==> config.mk <==
export PLATFORM = sky130hd
export DESIGN_NAME = muldiv_seq
export DESIGN_NICKNAME = d
export VERILOG_FILES = /design/src/rtl/muldiv_seq_pkg.sv /design/src/rtl/muldiv_seq_addsub.sv /design/src/rtl/muldiv_seq.sv
export SDC_FILE = /design/constraint.sdc
export NUM_CORES = 1
export LEC_CHECK = 0
export BUFFER_PORTS_ARGS = -buffer_cell sky130_fd_sc_hd__buf_2
export CORE_MARGIN = 4
export CORE_UTILIZATION = 35
export CTS_CLUSTER_SIZE = 28
export DETAILED_ROUTE_END_ITERATION = 6
export PLACE_DENSITY = 0.64
export SETUP_SLACK_MARGIN = 0.05
export SLEW_MARGIN = 30
export SYNTH_ARGS = -nofsm -noshare
export SYNTH_HDL_FRONTEND = slang
export SYNTH_SLANG_ARGS = --single-unit
==> constraint.sdc <==
create_clock -name clk -period 8.22 [get_ports clk]
set_input_delay 0.822 -clock clk [delete_from_list [all_inputs] [get_ports clk]]
set_output_delay 0.822 -clock clk [all_outputs]
set_load 0.02 [all_outputs]
==> src/rtl/muldiv_seq_pkg.sv <==
// Shared op/state encodings for the multi-cycle multiply/divide sequencer.
// Helpers decode the op into divide and signed flavours.
package muldiv_seq_pkg;

    typedef enum logic [1:0] {
        MD_MULT  = 2'b00,
        MD_MULTU = 2'b01,
        MD_DIV   = 2'b10,
        MD_DIVU  = 2'b11
    } md_op_e;

    typedef enum logic [1:0] {
        MD_IDLE  = 2'b00,
        MD_CALC  = 2'b01,
        MD_FIXUP = 2'b10
    } md_state_e;

    function automatic logic op_is_div(input logic [1:0] op);
        return op[1];
    endfunction

    function automatic logic op_is_signed(input logic [1:0] op);
        return ~op[0];
    endfunction

endpackage

==> src/rtl/muldiv_seq_addsub.sv <==
// WIDTH+1 add/subtract with carry-out, shared by the multiply and divide paths.
// Combinational; in subtract mode cout=1 means x >= y (no borrow).
module muldiv_seq_addsub #(
    parameter int WIDTH = 32
) (
    input  logic [WIDTH:0] x,
    input  logic [WIDTH:0] y,
    input  logic           sub,
    output logic [WIDTH:0] sum,
    output logic           cout
);

    logic [WIDTH+1:0] full;
    logic [WIDTH:0]   y_eff;

    assign y_eff       = sub ? ~y : y;
    assign full        = {1'b0, x} + {1'b0, y_eff} + {{(WIDTH+1){1'b0}}, sub};
    assign {cout, sum} = full;

endmodule

==> src/rtl/muldiv_seq.sv <==
// Sequential MULT/MULTU/DIV/DIVU, 1 bit per cycle; done pulses WIDTH+2 cycles after start.
// start is ignored while busy; cancel aborts the op in flight and leaves hi/lo untouched.
module muldiv_seq
    import muldiv_seq_pkg::*;
#(
    parameter int WIDTH = 32
) (
    input  logic             clk,
    input  logic             rst,
    input  logic             start,
    input  logic [1:0]       op,
    input  logic [WIDTH-1:0] a,
    input  logic [WIDTH-1:0] b,
    input  logic             cancel,
    output logic             busy,
    output logic             done,
    output logic [WIDTH-1:0] hi,
    output logic [WIDTH-1:0] lo
);

    localparam int CW = $clog2(WIDTH) + 1;

    md_state_e          state_q, state_d;
    logic [CW-1:0]      cnt_q, cnt_d;
    logic [2*WIDTH-1:0] acc_q, acc_d;
    logic [WIDTH:0]     rem_q, rem_d;
    logic [WIDTH-1:0]   opnd_q, opnd_d;
    logic               is_div_q, is_div_d;
    logic               sign_a_q, sign_a_d;
    logic               sign_b_q, sign_b_d;
    logic               b_zero_q, b_zero_d;
    logic               done_q, done_d;
    logic [WIDTH-1:0]   hi_q, hi_d;
    logic [WIDTH-1:0]   lo_q, lo_d;

    // Operand magnitudes, computed from the live inputs for the latch edge.
    logic             a_neg, b_neg;
    logic [WIDTH-1:0] a_mag, b_mag;

    assign a_neg = op_is_signed(op) & a[WIDTH-1];
    assign b_neg = op_is_signed(op) & b[WIDTH-1];
    assign a_mag = a_neg ? -a : a;
    assign b_mag = b_neg ? -b : b;

    logic [WIDTH:0] as_x, as_y, as_sum;
    logic           as_sub, as_cout;

    // Divide: rem_q already holds the partial remainder with the next dividend bit shifted in.
    assign as_sub = is_div_q;
    assign as_x   = is_div_q ? rem_q : {1'b0, acc_q[2*WIDTH-1:WIDTH]};
    assign as_y   = (is_div_q || acc_q[0]) ? {1'b0, opnd_q} : '0;

    muldiv_seq_addsub #(.WIDTH(WIDTH)) u_addsub (
        .x    (as_x),
        .y    (as_y),
        .sub  (as_sub),
        .sum  (as_sum),
        .cout (as_cout)
    );

    logic [2*WIDTH-1:0] prod_fix;
    logic [WIDTH-1:0]   quo_fix, rem_fix, rem_part;

    always_comb begin
        prod_fix = (sign_a_q ^ sign_b_q) ? -acc_q : acc_q;
        quo_fix  = (sign_a_q ^ sign_b_q) ? -acc_q[WIDTH-1:0] : acc_q[WIDTH-1:0];
        rem_fix  = sign_a_q ? -rem_q[WIDTH-1:0] : rem_q[WIDTH-1:0];
        rem_part = as_cout ? as_sum[WIDTH-1:0] : rem_q[WIDTH-1:0];
    end

    always_comb begin
        state_d  = state_q;
        cnt_d    = cnt_q;
        acc_d    = acc_q;
        rem_d    = rem_q;
        opnd_d   = opnd_q;
        is_div_d = is_div_q;
        sign_a_d = sign_a_q;
        sign_b_d = sign_b_q;
        b_zero_d = b_zero_q;
        done_d   = 1'b0;
        hi_d     = hi_q;
        lo_d     = lo_q;

        unique case (state_q)
            MD_IDLE: begin
                if (start && !cancel) begin
                    state_d  = MD_CALC;
                    cnt_d    = '0;
                    is_div_d = op_is_div(op);
                    sign_a_d = a_neg;
                    sign_b_d = b_neg;
                    b_zero_d = (b == '0);
                    if (op_is_div(op)) begin
                        opnd_d = b_mag;
                        acc_d  = {{WIDTH{1'b0}}, a_mag};
                        rem_d  = {{WIDTH{1'b0}}, a_mag[WIDTH-1]};
                    end else begin
                        opnd_d = a_mag;
                        acc_d  = {{WIDTH{1'b0}}, b_mag};
                        rem_d  = '0;
                    end
                end
            end
            MD_CALC: begin
                if (cancel) begin
                    state_d = MD_IDLE;
                end else begin
                    if (is_div_q) begin
                        acc_d[WIDTH-1:0] = {acc_q[WIDTH-2:0], as_cout};
                        // Last step parks the final remainder instead of pulling another bit.
                        if (cnt_q == CW'(WIDTH - 1)) begin
                            rem_d = {1'b0, rem_part};
                        end else begin
                            rem_d = {rem_part, acc_q[WIDTH-2]};
                        end
                    end else begin
                        acc_d = {as_sum, acc_q[WIDTH-1:1]};
                    end
                    if (cnt_q == CW'(WIDTH - 1)) begin
                        state_d = MD_FIXUP;
                    end else begin
                        cnt_d = cnt_q + 1'b1;
                    end
                end
            end
            MD_FIXUP: begin
                state_d = MD_IDLE;
                if (!cancel) begin
                    done_d = 1'b1;
                    if (!is_div_q) begin
                        hi_d = prod_fix[2*WIDTH-1:WIDTH];
                        lo_d = prod_fix[WIDTH-1:0];
                    end else begin
                        // With a zero divisor the remainder path reconstructs the raw dividend.
                        hi_d = rem_fix;
                        lo_d = b_zero_q ? '1 : quo_fix;
                    end
                end
            end
            default: begin
                state_d = MD_IDLE;
            end
        endcase
    end

    always_ff @(posedge clk or posedge rst) begin
        if (rst) begin
            state_q  <= MD_IDLE;
            cnt_q    <= '0;
            acc_q    <= '0;
            rem_q    <= '0;
            opnd_q   <= '0;
            is_div_q <= 1'b0;
            sign_a_q <= 1'b0;
            sign_b_q <= 1'b0;
            b_zero_q <= 1'b0;
            done_q   <= 1'b0;
            hi_q     <= '0;
            lo_q     <= '0;
        end else begin
            state_q  <= state_d;
            cnt_q    <= cnt_d;
            acc_q    <= acc_d;
            rem_q    <= rem_d;
            opnd_q   <= opnd_d;
            is_div_q <= is_div_d;
            sign_a_q <= sign_a_d;
            sign_b_q <= sign_b_d;
            b_zero_q <= b_zero_d;
            done_q   <= done_d;
            hi_q     <= hi_d;
            lo_q     <= lo_d;
        end
    end

    assign busy = (state_q != MD_IDLE);
    assign done = done_q;
    assign hi   = hi_q;
    assign lo   = lo_q;

endmodule

==> impl_metrics.csv, run 1 <==
group,metric,value,unit
drt,routedWlPerCell,21.0,um
worst_setup_path,critical-path-top-delay-family,"compound AO/OA/AOI/OAI gates",
worst_setup_path,critPathArrivalTime,5.59,ns
layout,final_nets,1975,
timing,setup_viol,0,
worst_setup_path,path_max_fanout,72,
power,power.total,0.00435,W
yosys,syn_area,15400,um^2
drt,vias,14200,
floorplanning,core_area,43300,um^2
worst_setup_path,path_cells,"buf_4 -> mux2_2 -> ha_1 -> a21oi_1 -> o21ai_0 -> a22oi_1 -> a41o_1 -> o31a_1 -> a21o_1 -> a22o_1 -> a31oi_1 -> o31ai_1",
floorplanning,ioPinCount,136,
place,io_buffers,135,
timing,hold_viol_final,0,
drt,dr.pass1.iters,5,
global_route,grt_pass1_vias,13300,
yosys,seq_area_frac_synth,33.5,%
layout,area_delta_synth_final,12.5,%
clocking,root_buffer,"clkbuf_16",
layout,n_antenna_cell,0,
timing,clock-skew-final,0.0230,ns
yosys,yosys_warnings,0,
worst_setup_path,max_stage_delay,0.91,ns
clocking,clk_pin_slew,0.06,ns
clocking,ctsResizeCount,0,
clocking,htreeDepth,1,
drt,drc,0,
worst_setup_path,crit_type,"flip-flop to flip-flop",
worst_setup_path,r2r-start,"as_sub",
layout,fillCellCount,4338,
power,p_clk_share,24.4,%
yosys,syn_nets,1925,
worst_setup_path,crit_path_end_kind,"flip-flop",
drt,wirelength,51.8,mm
clocking,hold_buffers,0,
floorplanning,die_w,218,um
worst_setup_path,cp.depth,12,
timing,tightest_slew,0.992,ns
place,dp_hpwl,39.5,mm
clocking,cts_setup_buffers,0,
global_route,antenna_found_initial,0,
worst_setup_path,cp_data_required_time,8.66,ns
timing,drv_slew,0,
layout,design_area,17300,um^2
power,vdd_drop_max,0.000164,V
timing,fin_crit_sh,62.7,%
power,leakage,7.58,nW
floorplanning,die_h,218,um
worst_setup_path,startpoint_type,"flip-flop",
yosys,syn_area_per_cell,8.46,um^2
yosys,synth_edf_count,0,
clocking,cts_buffers,24,
power,switching_share,42.6,%
power,combinationalPowerShare,41.3,%
yosys,ys_types,94,
yosys,synth_cells,1818,
yosys,synthTopCellsByArea,"dfrtp_1 (34%), a21oi_1 (6.3%), xor2_1 (5.2%), mux2_2 (5.1%), nor2_1 (4.6%)",
global_route,grt_max_degree,131,
drt,ant_nets,0,
clocking,cts_tree,"done",
timing,tns,0,ns
yosys,yosys.area.top_type,"dfrtp_1",
power,powerDensity,251,nW/um^2
worst_setup_path,r2r-end,"rem_q[27]",
worst_setup_path,regToRegSetupSlack,3.06,ns
run,max-cap-violations,0,
hold_path,holdCritPathClass,"input pin to async pin",
power,power_switching,0.00185,W
yosys,synthFlopType,"dfrtp_1",
worst_setup_path,crit_path_start,"as_sub",
yosys,synth_top_area_share,33.5,%
worst_setup_path,setup.worst_path.end,"rem_q[27]",
clocking,clk_path_buf_depth,3,
layout,drive_above_1_share,17.0,%
timing,max_freq,194,MHz
yosys,async_flop_share,100,%
drt,vias_per_cell,5.74,
yosys,ys_seq_elements,206,
timing,relSlewSlack,33.6,%
clocking,clkSinkCount,206,
worst_setup_path,cp_num_buf_inv,1,
floorplanning,die-area,47400,um^2
floorplanning,rows,76,
place,place_area,16500,um^2
power,pwr-share-seq,34.3,%
worst_setup_path,crit_slowest_cell,"dfrtp_4",
floorplanning,start_util,35.5,%
status,status,"completed",
global_route,grt-ovfl-total,0,
global_route,grt_usage,21.2,%
clocking,worstSkewPairLatency,0.55,ns
place,gp_routability_congestion,0.930,
timing,rsz0062_at_grt,"false",
timing,post-route-min-period,5.16,ns
power,power.internal,0.00250,W
drt,drt_iter0_markers,1532,
global_route,grt_pass1_wl,80.4,mm
worst_setup_path,r2r_cells,12,
## cells in the final DEF, fill, tap and decap left out, drive strengths merged, types with 8 or more instances in the layout
master / instances
dfrtp: 206
a21oi: 195
nor2: 188
nand2: 185
buf: 157
o21ai: 144
xor2: 92
xnor2: 78
mux2: 70
mux2i: 51
nor3: 37
ha: 36
clkbuf: 34
o31ai: 31
a22o: 30
inv: 28
a31oi: 19
o221ai: 19
nor4: 19
or4: 18
nand2b: 18
nand3: 17
or3: 15
a22oi: 14
o41ai: 14
o211ai: 11
o22ai: 11
a21o: 11
nand4: 10
nor2b: 10
o22a: 8
a222oi: 8
## power by group through the flow
stage / registers (W) / logic, W / clock network (W)
floorplan: 0.00134 / 0.00137 / 0
global placement: 0.00149 / 0.00175 / 0
detailed placement: 0.00150 / 0.00177 / 0
CTS: 0.00148 / 0.00178 / 0.00108
global route: 0.00151 / 0.00197 / 0.00112
finish: 0.00149 / 0.00180 / 0.00106
## cell families after synthesis
kind of cell	count (synthesis)	synth area share (%)
simple gates	557	17.8
fa+ha+maj	37	3.06
mux	121	8.44
buf+inv	161	4.09
flops	206	33.5
xor+xnor	170	9.68
compound gates	566	23.5
## per-stage QoR
step | hold slack [ns] | std cells | worst slack, ns | utilization (%)
after floorplan | 0.444 | 1818 | 1.77 | -
after global placement | 0.451 | 2426 | 3.26 | 38.1
after detailed placement | 0.467 | 2427 | 3.18 | 38.2
after CTS | 0.481 | 2470 | 3.14 | 40.0
after global routing | 0.453 | 2470 | 2.68 | 40.0
final | 0.376 | 2470 | 3.06 | 40.0
## worst reg2reg max path: cells and delay by family (launching register included)
family / cells / cell delay [ns]
muxes: 1 / 0.47
buffers and inverters: 1 / 0.70
DFF: 1 / 0.91
adders and majority gates: 1 / 0.40
AOI/OAI and AO/OA: 9 / 2.56
## layout make-up
| cell class | count | area, um^2 | share of cell area (%) |
|---|---|---|---|
| well taps | 585 | 732 | 4.23 |
| clock inverters | 9 | 87.6 | 0.506 |
| clock buffers | 34 | 688 | 3.98 |
| inverters | 28 | 118 | 0.680 |
| flip-flops and latches | 206 | 5160 | 29.8 |
| repair buffers | 157 | 861 | 4.98 |
| multi-input cells | 1451 | 9660 | 55.8 |
## routing by layer
metal / global-route usage [%] / share of wire, % / vias up
met5: 0 / 0 / -
met4: 4.90 / 1.9 / 0
met3: 3.50 / 7.1 / 55
met2: 31.5 / 44 / 503
met1: 32.2 / 47 / 6925
li1: - / - / 6698
## Yosys cell counts, types with 12 or more instances
cell type,instances
o31ai_1,28
nor4_1,16
a22oi_1,14
a21oi_1,195
xnor2_1,78
ha_1,36
clkbuf_1,115
xor2_1,92
dfrtp_1,206
nand2_1,184
mux2i_1,51
nor2_1,188
o21ai_0,133
nor3_1,31
o221ai_1,19
or3_1,12
inv_1,28
mux2_2,70
a22o_1,30
nand2b_1,16
nand3_1,15
or4_1,15
a31oi_1,19
## how the worst min path moves through the flow
stage / startpoint / endpoint / cells past startpoint
2_1_floorplan: b_zero_q / b_zero_q / 2
3_3_place_gp: hi[21] / hi[21] / 2
3_5_place_dp: hi[4] / hi[4] / 2
4_1_cts: hi[4] / hi[4] / 2
5_1_grt: rst / acc_q[56] / 2
6_report: rst / acc_q[63] / 2
## flip-flops by register name, indices dropped and copies added (netlist names), 2 cells and up, named ones only
signal	cells
rem_q	32
cnt_q	6
lo	32
acc_q	64
hi	32
opnd_q	32
state_q	2
Note: power is estimated with default switching activity, not from simulation.
==> run 2, diff against run 1 <==
clock period = 4.8 ns   (was 8.22 ns; I/O delays follow)
==> impl_metrics.csv, run 2 (synthesis gave the netlist of run 1 again) <==
group,metric,value,unit
status,status,"completed",
timing,tns,0,ns
floorplanning,ioPinCount,136,
drt,drc,0,
floorplanning,die_h,218,um
layout,final_common_cell,"dfrtp_1",
timing,max_freq,237,MHz
worst_setup_path,cp_data_required_time,5.21,ns
layout,area_delta_synth_final,13.0,%
worst_setup_path,startpoint_type,"flip-flop",
clocking,cts_tree,"done",
worst_setup_path,critPathArrivalTime,4.62,ns
run,max-cap-violations,0,
timing,tightest_slew,0.979,ns
timing,hold_viol_final,0,
layout,drive_above_1_share,17.5,%
hold_path,holdCritPathClass,"input pin to async pin",
clocking,clk_path_buf_depth,3,
drt,wirelength,51.2,mm
power,power.internal,0.00428,W
power,leakage,7.62,nW
global_route,use_met3,3.51,%
drt,routedWlPerCell,20.6,um
worst_setup_path,regToRegSetupSlack,0.59,ns
clocking,cts_buffers,24,
floorplanning,start_util,35.5,%
layout,largest_reg_flops,64,
worst_setup_path,path_cells,"buf_12 -> mux2_2 -> ha_1 -> nand2_1 -> o21ai_0 -> a22oi_1 -> a41o_1 -> o31a_1 -> a21o_1 -> buf_4 -> a222oi_1 -> inv_1",
drt,drt_iter0_markers,1467,
drt,dr.pass1.iters,5,
worst_setup_path,crit_type,"flip-flop to flip-flop",
floorplanning,die_w,218,um
worst_setup_path,max_stage_delay,0.73,ns
timing,clock-skew-final,0.0130,ns
layout,final_cell_mix,"dfrtp_1 (205), a21oi_1 (194), nor2_1 (188)",
drt,vias_per_cell,5.75,
power,power_switching,0.00313,W
global_route,grt_pass1_vias,13300,
worst_setup_path,critical-path-top-delay-family,"compound AO/OA/AOI/OAI gates",
power,p_clk_share,24.3,%
clocking,clk_pin_slew,0.06,ns
worst_setup_path,crit_path_end_kind,"flip-flop",
timing,relSlewSlack,34.5,%
layout,top_register,"acc_q",
floorplanning,rows,76,
place,dp_hpwl,39.5,mm
worst_setup_path,cp_num_buf_inv,3,
global_route,use_met2,31.4,%
power,vdd_drop_max,0.000219,V
power,pwr-share-seq,34.5,%
global_route,grt-ovfl-total,0,
global_route,top_usage_layer,"met1",
power,switching_share,42.3,%
timing,whs,0.0929,ns
clocking,hold_buffers,0,
place,io_buffers,135,
power,combinationalPowerShare,41.2,%
global_route,grt_max_degree,72,
clocking,cts_setup_buffers,0,
floorplanning,core_area,43300,um^2
timing,setup_viol,0,
clocking,htreeDepth,1,
drt,vias,14300,
layout,fillCellCount,4293,
global_route,grt_pass1_wl,79.6,mm
floorplanning,die-area,47400,um^2
layout,final_nets,1986,
layout,regArea,5160,um^2
worst_setup_path,path_max_fanout,47,
global_route,grt_use_met1,32.3,%
global_route,antenna_found_initial,2,
timing,fin_crit_sh,87.8,%
power,powerDensity,426,nW/um^2
worst_setup_path,crit_slowest_cell,"dfrtp_4",
clocking,worstSkewPairLatency,0.53,ns
clocking,root_buffer,"clkbuf_16",
timing,rsz0062_at_grt,"false",
clocking,ctsResizeCount,0,
clocking,clkSinkCount,206,
timing,drv_slew,0,
layout,multi_input_area,9660,um^2
global_route,grt_usage,20.9,%
timing,post-route-min-period,4.21,ns
drt,ant_nets,0,
place,gp_routability_congestion,0.954,
[run 2: worst paths after layout]
path / start / to / cells past startpoint
hold / removal: rst / state_q[1] / 2
min in group clk: b[30] / b_zero_q / 2
setup / recovery: as_sub / rem_q[1] / 12
setup reg to reg: as_sub / rem_q[1] / 12
hold reg to reg: hi[6] / hi[6] / 2
max in group asynchronous: rst / as_sub / 3
[run 2: final cells by class]
type / instances / share of cell area (%)
clock buffer: 37 / 4.21
clock inverter: 7 / 0.259
timing repair buffer: 168 / 5.41
multi-input combinational: 1451 / 55.6
inverter: 28 / 0.626
antenna: 1 / 0.0144
tap: 585 / 4.21
sequential: 206 / 29.7
[run 2: power by group through the flow]
| stage | logic (W) | registers (W) | clock network, W |
|---|---|---|---|
| CTS | 0.00302 | 0.00254 | 0.00183 |
| finish | 0.00305 | 0.00255 | 0.00180 |
| floorplan | 0.00235 | 0.00229 | 0 |
| global placement | 0.00295 | 0.00256 | 0 |
| global route | 0.00334 | 0.00259 | 0.00191 |
| detailed placement | 0.00300 | 0.00257 | 0 |
[run 2: metrics by stage]
stage / utilization (%) / worst slack [ns] / cells / total power, W / instance area, um^2
2_1_floorplan: - / 0.525 / 1818 / 0.00464 / 15400
6_report: 40.2 / 0.587 / 2483 / 0.00741 / 17400
3_5_place_dp: 38.3 / 0.691 / 2437 / 0.00557 / 16600
5_1_grt: 40.2 / 0.336 / 2482 / 0.00784 / 17400
3_3_place_gp: 38.3 / 0.721 / 2437 / 0.00551 / 16600
4_1_cts: 40.1 / 0.665 / 2481 / 0.00738 / 17400
[run 2: layer usage]
layer  vias up  wire, um
met1      6945     24400
met2       540     22400
met5         -        15
met4         4       493
li1       6735         -
met3        46      3960
[run 2: worst register-to-register path: stages, from the launching register on]
cell and delay (ns):
dfrtp_4 0.73, buf_12 0.32, mux2_2 0.39, ha_1 0.44
nand2_1 0.13, o21ai_0 0.47, a22oi_1 0.16, a41o_1 0.32
o31a_1 0.14, a21o_1 0.31, buf_4 0.25, a222oi_1 0.35
inv_1 0.08
